`src/rtl/serial_subtractor.sv`:
```
// Bit-serial two's-complement subtractor: out = in1 - in2, one bit per clock, LSB first,
// with valid/ready handshakes and registered borrow, signed-overflow and zero flags.
module serial_subtractor #(
    parameter int N = 32
) (
    input  logic         clk,
    input  logic         rst_n,
    input  logic         in_valid_i,
    output logic         in_ready_o,
    input  logic [N-1:0] in1_i,
    input  logic [N-1:0] in2_i,
    output logic         out_valid_o,
    input  logic         out_ready_i,
    output logic [N-1:0] out_o,
    output logic         borrow_o,
    output logic         ovf_o,
    output logic         zero_o
);

    localparam int CNT_W = (N > 2) ? $clog2(N) : 1;
    localparam logic [CNT_W-1:0] CNT_LAST = CNT_W'(N - 1);

    typedef enum logic [1:0] {
        IDLE  = 2'd0,
        SHIFT = 2'd1,
        DONE  = 2'd2
    } state_e;

    state_e          state_q, state_d;
    logic [N-1:0]    a_q, a_d, b_q, b_d, r_q, r_d;
    logic            a_msb_q, a_msb_d, b_msb_q, b_msb_d;
    logic            br_q, br_d, ovf_q, ovf_d, zero_q, zero_d;
    logic            in_ready_q, in_ready_d, out_valid_q, out_valid_d;
    logic [CNT_W-1:0] cnt_q, cnt_d;
    logic            diff_bit_s;
    logic [N-1:0]    r_shift_s;

    // Next-state, datapath and flag logic for the three-state sequencer.
    always_comb begin
        state_d     = state_q;
        a_d         = a_q;
        b_d         = b_q;
        r_d         = r_q;
        a_msb_d     = a_msb_q;
        b_msb_d     = b_msb_q;
        br_d        = br_q;
        ovf_d       = ovf_q;
        zero_d      = zero_q;
        cnt_d       = cnt_q;
        diff_bit_s  = a_q[0] ^ b_q[0] ^ br_q;
        r_shift_s   = {diff_bit_s, r_q[N-1:1]};

        case (state_q)
            IDLE: begin
                if (in_valid_i) begin
                    a_d     = in1_i;
                    b_d     = in2_i;
                    a_msb_d = in1_i[N-1];
                    b_msb_d = in2_i[N-1];
                    br_d    = 1'b0;
                    r_d     = '0;
                    cnt_d   = '0;
                    ovf_d   = 1'b0;
                    zero_d  = 1'b0;
                    state_d = SHIFT;
                end else begin
                    state_d = IDLE;
                end
            end
            SHIFT: begin
                br_d  = (~a_q[0] & b_q[0]) | (~(a_q[0] ^ b_q[0]) & br_q);
                r_d   = r_shift_s;
                a_d   = {1'b0, a_q[N-1:1]};
                b_d   = {1'b0, b_q[N-1:1]};
                cnt_d = cnt_q + CNT_W'(1);
                // Flags are settled on the final shift so DONE presents them from registers.
                if (cnt_q == CNT_LAST) begin
                    ovf_d   = (a_msb_q != b_msb_q) & (diff_bit_s != a_msb_q);
                    zero_d  = (r_shift_s == '0);
                    state_d = DONE;
                end else begin
                    state_d = SHIFT;
                end
            end
            DONE: begin
                if (out_ready_i) begin
                    state_d = IDLE;
                end else begin
                    state_d = DONE;
                end
            end
            default: begin
                state_d = IDLE;
            end
        endcase

        in_ready_d  = (state_d == IDLE);
        out_valid_d = (state_d == DONE);
    end

    // State and datapath registers; reset discards any in-flight operation.
    always_ff @(posedge clk or negedge rst_n) begin
        if (!rst_n) begin
            state_q     <= IDLE;
            a_q         <= '0;
            b_q         <= '0;
            r_q         <= '0;
            a_msb_q     <= 1'b0;
            b_msb_q     <= 1'b0;
            br_q        <= 1'b0;
            ovf_q       <= 1'b0;
            zero_q      <= 1'b0;
            cnt_q       <= '0;
            in_ready_q  <= 1'b1;
            out_valid_q <= 1'b0;
        end else begin
            state_q     <= state_d;
            a_q         <= a_d;
            b_q         <= b_d;
            r_q         <= r_d;
            a_msb_q     <= a_msb_d;
            b_msb_q     <= b_msb_d;
            br_q        <= br_d;
            ovf_q       <= ovf_d;
            zero_q      <= zero_d;
            cnt_q       <= cnt_d;
            in_ready_q  <= in_ready_d;
            out_valid_q <= out_valid_d;
        end
    end

    assign in_ready_o  = in_ready_q;
    assign out_valid_o = out_valid_q;
    assign out_o       = r_q;
    assign borrow_o    = br_q;
    assign ovf_o       = ovf_q;
    assign zero_o      = zero_q;

endmodule

```
`config.mk`:
```
export PLATFORM = sky130hd
export DESIGN_NAME = serial_subtractor
export DESIGN_NICKNAME = d
export VERILOG_FILES = /design/src/rtl/serial_subtractor.sv
export SDC_FILE = /design/constraint.sdc
export NUM_CORES = 1
export LEC_CHECK = 0
export BUFFER_PORTS_ARGS = -buffer_cell sky130_fd_sc_hd__buf_2
export CORE_MARGIN = 1
export CORE_UTILIZATION = 50
export CTS_CLUSTER_SIZE = 10
export DETAILED_ROUTE_END_ITERATION = 10
export PLACE_DENSITY = 0.77
export SLEW_MARGIN = 15
export SYNTH_ARGS = -nofsm -noshare
export SYNTH_HDL_FRONTEND = slang
export SYNTH_SLANG_ARGS = --single-unit
```
`constraint.sdc`:
```
create_clock -name clk -period 2 [get_ports clk]
set_input_delay 0.4 -clock clk [delete_from_list [all_inputs] [get_ports clk]]
set_output_delay 0.4 -clock clk [all_outputs]
set_load 0.005 [all_outputs]
```
* Yosys cells after proc, flatten, opt, wreduce, memory -nomap -nowiden
Cells that the tools add are included.
** Storage, ports and cells
- Bits in registers :: 110
- Bits in latches :: 0
- Memory bits (writable) :: 0
- ROM bits :: 0
- Input port bits :: 68
- Output and inout port bits :: 37
- Word-level logic and storage cells :: 54
- Memories :: 0
** Cells by class
- $add $sub $neg :: 1
- $mul :: 0
- Divide/modulo/power cells :: 0
- $lt $le $gt $ge :: 0
- Equality and inequality tests :: 8
- Shifts and indexed selects :: 0
- Muxes and demuxes :: 18
- Bitwise logic cells :: 8
- Reduce and logical (&&, ||, !) cells :: 7
** Operators with widths (number)
- case mux 32 bit (2 select lines) :: 3
- two-way mux 32 bit :: 3
- logical NOT 32 bit :: 1
- case mux 5 bit (2 select lines) :: 1
- case mux 1 bit (2 select lines) :: 3
- case mux 2 bit (3 select lines) :: 1
- adder 5 x 1 -> 5 bit (second input constant) :: 1
- == test 5 bit (second input constant) :: 1
- two-way mux 5 bit :: 1
- == test 2 bit (second input constant) :: 2
- logical NOT 2 bit :: 2
- two-way mux 1 bit :: 4
- two-way mux 2 bit :: 2
- inequality test 2 bit (second input constant) :: 2
- AND reduction 2 bit :: 2
- bitwise AND 1 bit :: 3
- AND reduction 3 bit :: 1
- == test 2 x 1 -> 1 bit (second input constant) :: 1
- inequality test 1 bit :: 2
- inverter 1 bit :: 2
- nonzero test 2 bit :: 1
- bitwise XOR 1 bit :: 2
- bitwise OR 1 bit :: 1

* Depth between registers and ports, before layout
- Depth after elaboration :: 6
- Gate-level depth with buffers :: 7
- Depth with buffers taken out :: 6

* Worst setup path before layout
Ideal clock, no wire load.
- Kind :: register -> register
- From :: register br_q (netlist: borrow_o)
- To :: register zero_q (netlist: zero_o)
- Library setup time :: 0.095 ns
- Data arrival time :: 1.521 ns
- Data required time :: 1.905 ns
- Path slack :: 0.383 ns
- Cell stages (with the launch flop) :: 5
- Period minus slack after synthesis :: 1.617 ns
- Path through :: dfrtp_1 -> fa_1 -> nor4b_1 -> nand4_1 -> o31ai_1
** Between the ends
- Word-level cells in the longest chain between the ends :: 4
** Ends and longest elaborated chain
- start: declaration :: RTL line 32 : logic br_q, br_d, ovf_q, ovf_d, zero_q, zero_d;
- start signal: assignment :: RTL line 123 : br_q <= br_d;
- bitwise XOR 1 bit :: RTL line 50 : diff_bit_s = a_q[0] ^ b_q[0] ^ br_q;
- logical NOT 32 bit :: RTL line 79 : zero_d = (r_shift_s == '0);
- two-way mux 1 bit :: RTL line 77 : if (cnt_q == CNT_LAST) begin
- case mux 1 bit (2 select lines) :: RTL line 53 : case (state_q)
- end signal: assignment :: RTL line 125 : zero_q <= zero_d;
- end: declaration :: RTL line 32
Every way passes these cells. The select of a mux whose other input is x is not followed.
A chain may end at the register's enable or synchronous reset.

* Worst setup path in the final report
Same ends and word-level chain as after synthesis.

==> implementation parameters <==
Parameter                              Value

Power
  Cell area power density    1350 mW/mm^2
  Total chip power    0.00802 W
  Sw Ratio    0.357
  Clock network power share    0.169
  Cell Int Power    0.00515 W
  Part of the total power dissipated in combinational logic    0.348
  Net switching power figure    0.00287 W
  Peak ir drop on the vdd network    711 uV
  P_leak    2.67 nW
  Share of total power in sequential cells    0.483

Logic synthesis
  Post-synthesis average cell area    10.5 um^2
  Post-Syn Nets    555
  Count of different cell masters after synthesis    32
  Summed instance area of the synthesized netlist    0.00510 mm^2
  Synth Warn #    0
  Seq cells post-synth    110
  Cell count after synthesis    484
  Register area share after synthesis    0.540

Cells and area
  Area overhead of the layout relative to synthesis    16.4%
  Fraction of layout cells with a size suffix above 1    0.246
  Number of nets at the end of the flow    640
  Final Cell Area    0.00594 mm^2
  # diodes    0
  Most common library cell in the layout ignoring fill and taps    sky130_fd_sc_hd__dfrtp_1
  Commonest cells after routing, fill and taps aside    107 x sky130_fd_sc_hd__dfrtp_1, 103 x sky130_fd_sc_hd__buf_2, 63 x sky130_fd_sc_hd__a21oi_1, 62 x sky130_fd_sc_hd__nor2b_1, 62 x sky130_fd_sc_hd__a22oi_1

STA
  Share of the cycle needed by the critical path after routing    0.872
  Final Critical Period    1740 ps
  Transition at the pin with the smallest max-transition slack    456 ps
  Hold violation count in the final report    0
  Relative slew slack    0.694
  Worst hold-check slack    290 ps
  Total Negative Setup Slacks    0 ps
  Worst Skew    11.4 ps
  Final setup violation count    0
  Max-slew violation count    0
  Highest Clock Rate    0.573 GHz
  RSZ-0062 raised after global routing    false

Global routing
  Pin count of the biggest net entering global routing    65
  Initial antenna violation count    0
  Total overflow reported by the global router    0
  Total Routing Usage GR    0.231
  Vias in the first global route    3902
  First-pass GRT wire length    19000 um

Route
  Number of antenna-violating nets in the routed design    0
  Wire length reported by the detailed router    11900 um
  Via density per instance    5.93
  1st-pass router iterations    5
  Average wire per standard cell    16.8 um
  Via count    4196
  Number of DRC violations after detailed routing    0
  DR iter-0 viols    226

Place
  Placed wire-length estimate after detailed placement    7620 um
  Port Buffers    104
  Routability-driven placement congestion ratio    0.759
  Cell area reported after detailed placement    0.00573 mm^2

Critical path
  Worst setup path class    reg -> reg
  WP data required    2270 ps
  Sum of buffers and inverters on the critical path    0
  Delay-heaviest family, CP    adder cells
  Endpoint class of the critical path    register
  CP peak stage delay    620 ps
  Category of the worst setup path launch point    register
  Data arrival time of the critical path    2020 ps
  Cell chain of the critical path    fa_1, nor4b_1, nand4_1, o31ai_1
  Critical-path top delay cell    sky130_fd_sc_hd__fa_1
  Top fanout value on the critical path    4

Die
  Die extent in y    103 um
  Die Outline Area    0.0106 mm^2
  Die boundary width    103 um
  Total number of placement rows    36
  Std-Cell Core Area    0.00982 mm^2
  Initial Util    0.519
  I/O pin total    105

Clock network
  Number of resized instances in the post-cts repair step    0
  Clock Tree Root    sky130_fd_sc_hd__clkbuf_8
  Clock H-tree levels    3
  Total setup buffers inserted after CTS    0
  Clock tree from TritonCTS    done
  Number of buffers on the longest clock path    2
  CTS sink count    110
  Clock network latency to the later pin of the worst-skew pair    370 ps
  Number of buffers created by CTS    9
  CTS clock-pin slew for the worst setup and hold paths    100 ps

Min path
  Worst hold path type    in -> reg

Run
  Maximum Capacitance Violations    0

Run status
  Outcome    completed
-- metal layers --
layer / wire length (um) / global-route usage
met1: 5500 / 0.326
met2: 5740 / 0.368
met3: 511 / 0.0312
met4: 144 / 0.0823
met5: 0 / 0
-- worst paths after layout --
kind                       slack (ps)  cells past startpoint    endpoint      start
setup / recovery                  260                      4      zero_o   borrow_o
hold / removal                    290                      2     a_q[31]  in1_i[31]
setup reg to reg                  260                      4      zero_o   borrow_o
hold reg to reg                   510                      1    cnt_q[2]   cnt_q[2]
max in group asynchronous        1080                      3  in_ready_o      rst_n
min in group asynchronous         380                      2     b_q[23]      rst_n
-- logic make-up (layout without fill, tap and decap cells) --
kind of cell	Yosys count	in the layout	share of synthesized area
multiplexers	3	3	0.00662
flip-flops	110	110	0.540
AO/OA/AOI/OAI	234	234	0.289
adder cells (fa/ha/maj)	3	3	0.00883
AND/OR/NAND/NOR	88	88	0.109
buffers and inverters	46	136	0.0469
-- sequential cells by signal (all words and copies together), names as in the netlist --
name / cells
a_msb_q: 1
a_q: 32
b_msb_q: 1
b_q: 32
borrow_o: 1
cnt_q: 5
in_ready_o: 1
out_o: 32
out_valid_o: 1
ovf_o: 1
state_q: 2
zero_o: 1
-- through the flow --
step / worst slack, ps / utilization / cells
after floorplan: 383 / - / 484
final: 256 / 0.605 / 707
after CTS: 249 / 0.605 / 707
after detailed placement: 271 / 0.583 / 690
after global placement: 341 / 0.583 / 690
after global routing: 160 / 0.605 / 707
-- power by group through the flow --
stage                     Sequential, W  Combinational, W  Clock, W
after CTS                       0.00386           0.00283   0.00139
after floorplan                 0.00372           0.00201         0
after global placement          0.00385           0.00268         0
final                           0.00387           0.00279   0.00136
after global routing            0.00400           0.00312   0.00147
after detailed placement        0.00389           0.00281         0
-- final cells by class --
class	count	area, um^2
Clock buffer	11	141
Fill cell	859	3880
Sequential cell	110	2760
Timing Repair Buffer	118	681
Multi-Input combinational cell	328	2130
Tap cell	133	166
Inverter	2	7.51
Clock inverter	5	58.8
-- synthesized netlist by cell type --
cell type | instances | area share
sky130_fd_sc_hd__nand2b_1 | 2 | 0.0025
sky130_fd_sc_hd__nand2_1 | 3 | 0.0022
sky130_fd_sc_hd__a21oi_1 | 63 | 0.062
sky130_fd_sc_hd__dfstp_2 | 1 | 0.0052
sky130_fd_sc_hd__o31ai_1 | 1 | 0.0015
sky130_fd_sc_hd__dfrtp_1 | 109 | 0.53
sky130_fd_sc_hd__mux2_1 | 1 | 0.0022
sky130_fd_sc_hd__nor4_1 | 7 | 0.0086
sky130_fd_sc_hd__nor2b_1 | 64 | 0.079
sky130_fd_sc_hd__a22o_1 | 36 | 0.062
sky130_fd_sc_hd__buf_6 | 5 | 0.011
sky130_fd_sc_hd__buf_4 | 1 | 0.0015
sky130_fd_sc_hd__o21a_1 | 1 | 0.0015
sky130_fd_sc_hd__clkbuf_1 | 17 | 0.013
sky130_fd_sc_hd__fa_1 | 1 | 0.0039
sky130_fd_sc_hd__nand3b_1 | 3 | 0.0044
sky130_fd_sc_hd__nor3b_2 | 1 | 0.0025
sky130_fd_sc_hd__buf_2 | 20 | 0.020
sky130_fd_sc_hd__nor3b_1 | 2 | 0.0029
sky130_fd_sc_hd__mux2_2 | 2 | 0.0044
sky130_fd_sc_hd__ha_1 | 2 | 0.0049
sky130_fd_sc_hd__nand4_1 | 3 | 0.0037
sky130_fd_sc_hd__and3_1 | 1 | 0.0012
sky130_fd_sc_hd__a2bb2oi_1 | 1 | 0.0017
sky130_fd_sc_hd__nor4b_1 | 1 | 0.0017
sky130_fd_sc_hd__inv_1 | 2 | 0.0015
sky130_fd_sc_hd__o21ai_1 | 40 | 0.039
sky130_fd_sc_hd__o21bai_1 | 1 | 0.0015
sky130_fd_sc_hd__a22oi_1 | 62 | 0.091
sky130_fd_sc_hd__o21ai_0 | 29 | 0.028
sky130_fd_sc_hd__nor2_1 | 1 | 0.00074
sky130_fd_sc_hd__buf_1 | 1 | 0.00074
-- what timing repair did --
| action | in CTS | in global routing |
|---|---|---|
| hold endpoints to repair | 5 | 0 |
| setup endpoints to repair | 0 | 0 |
| hold buffers | 1 | 0 |
No activity file was read; power rests on OpenSTA's default activity.
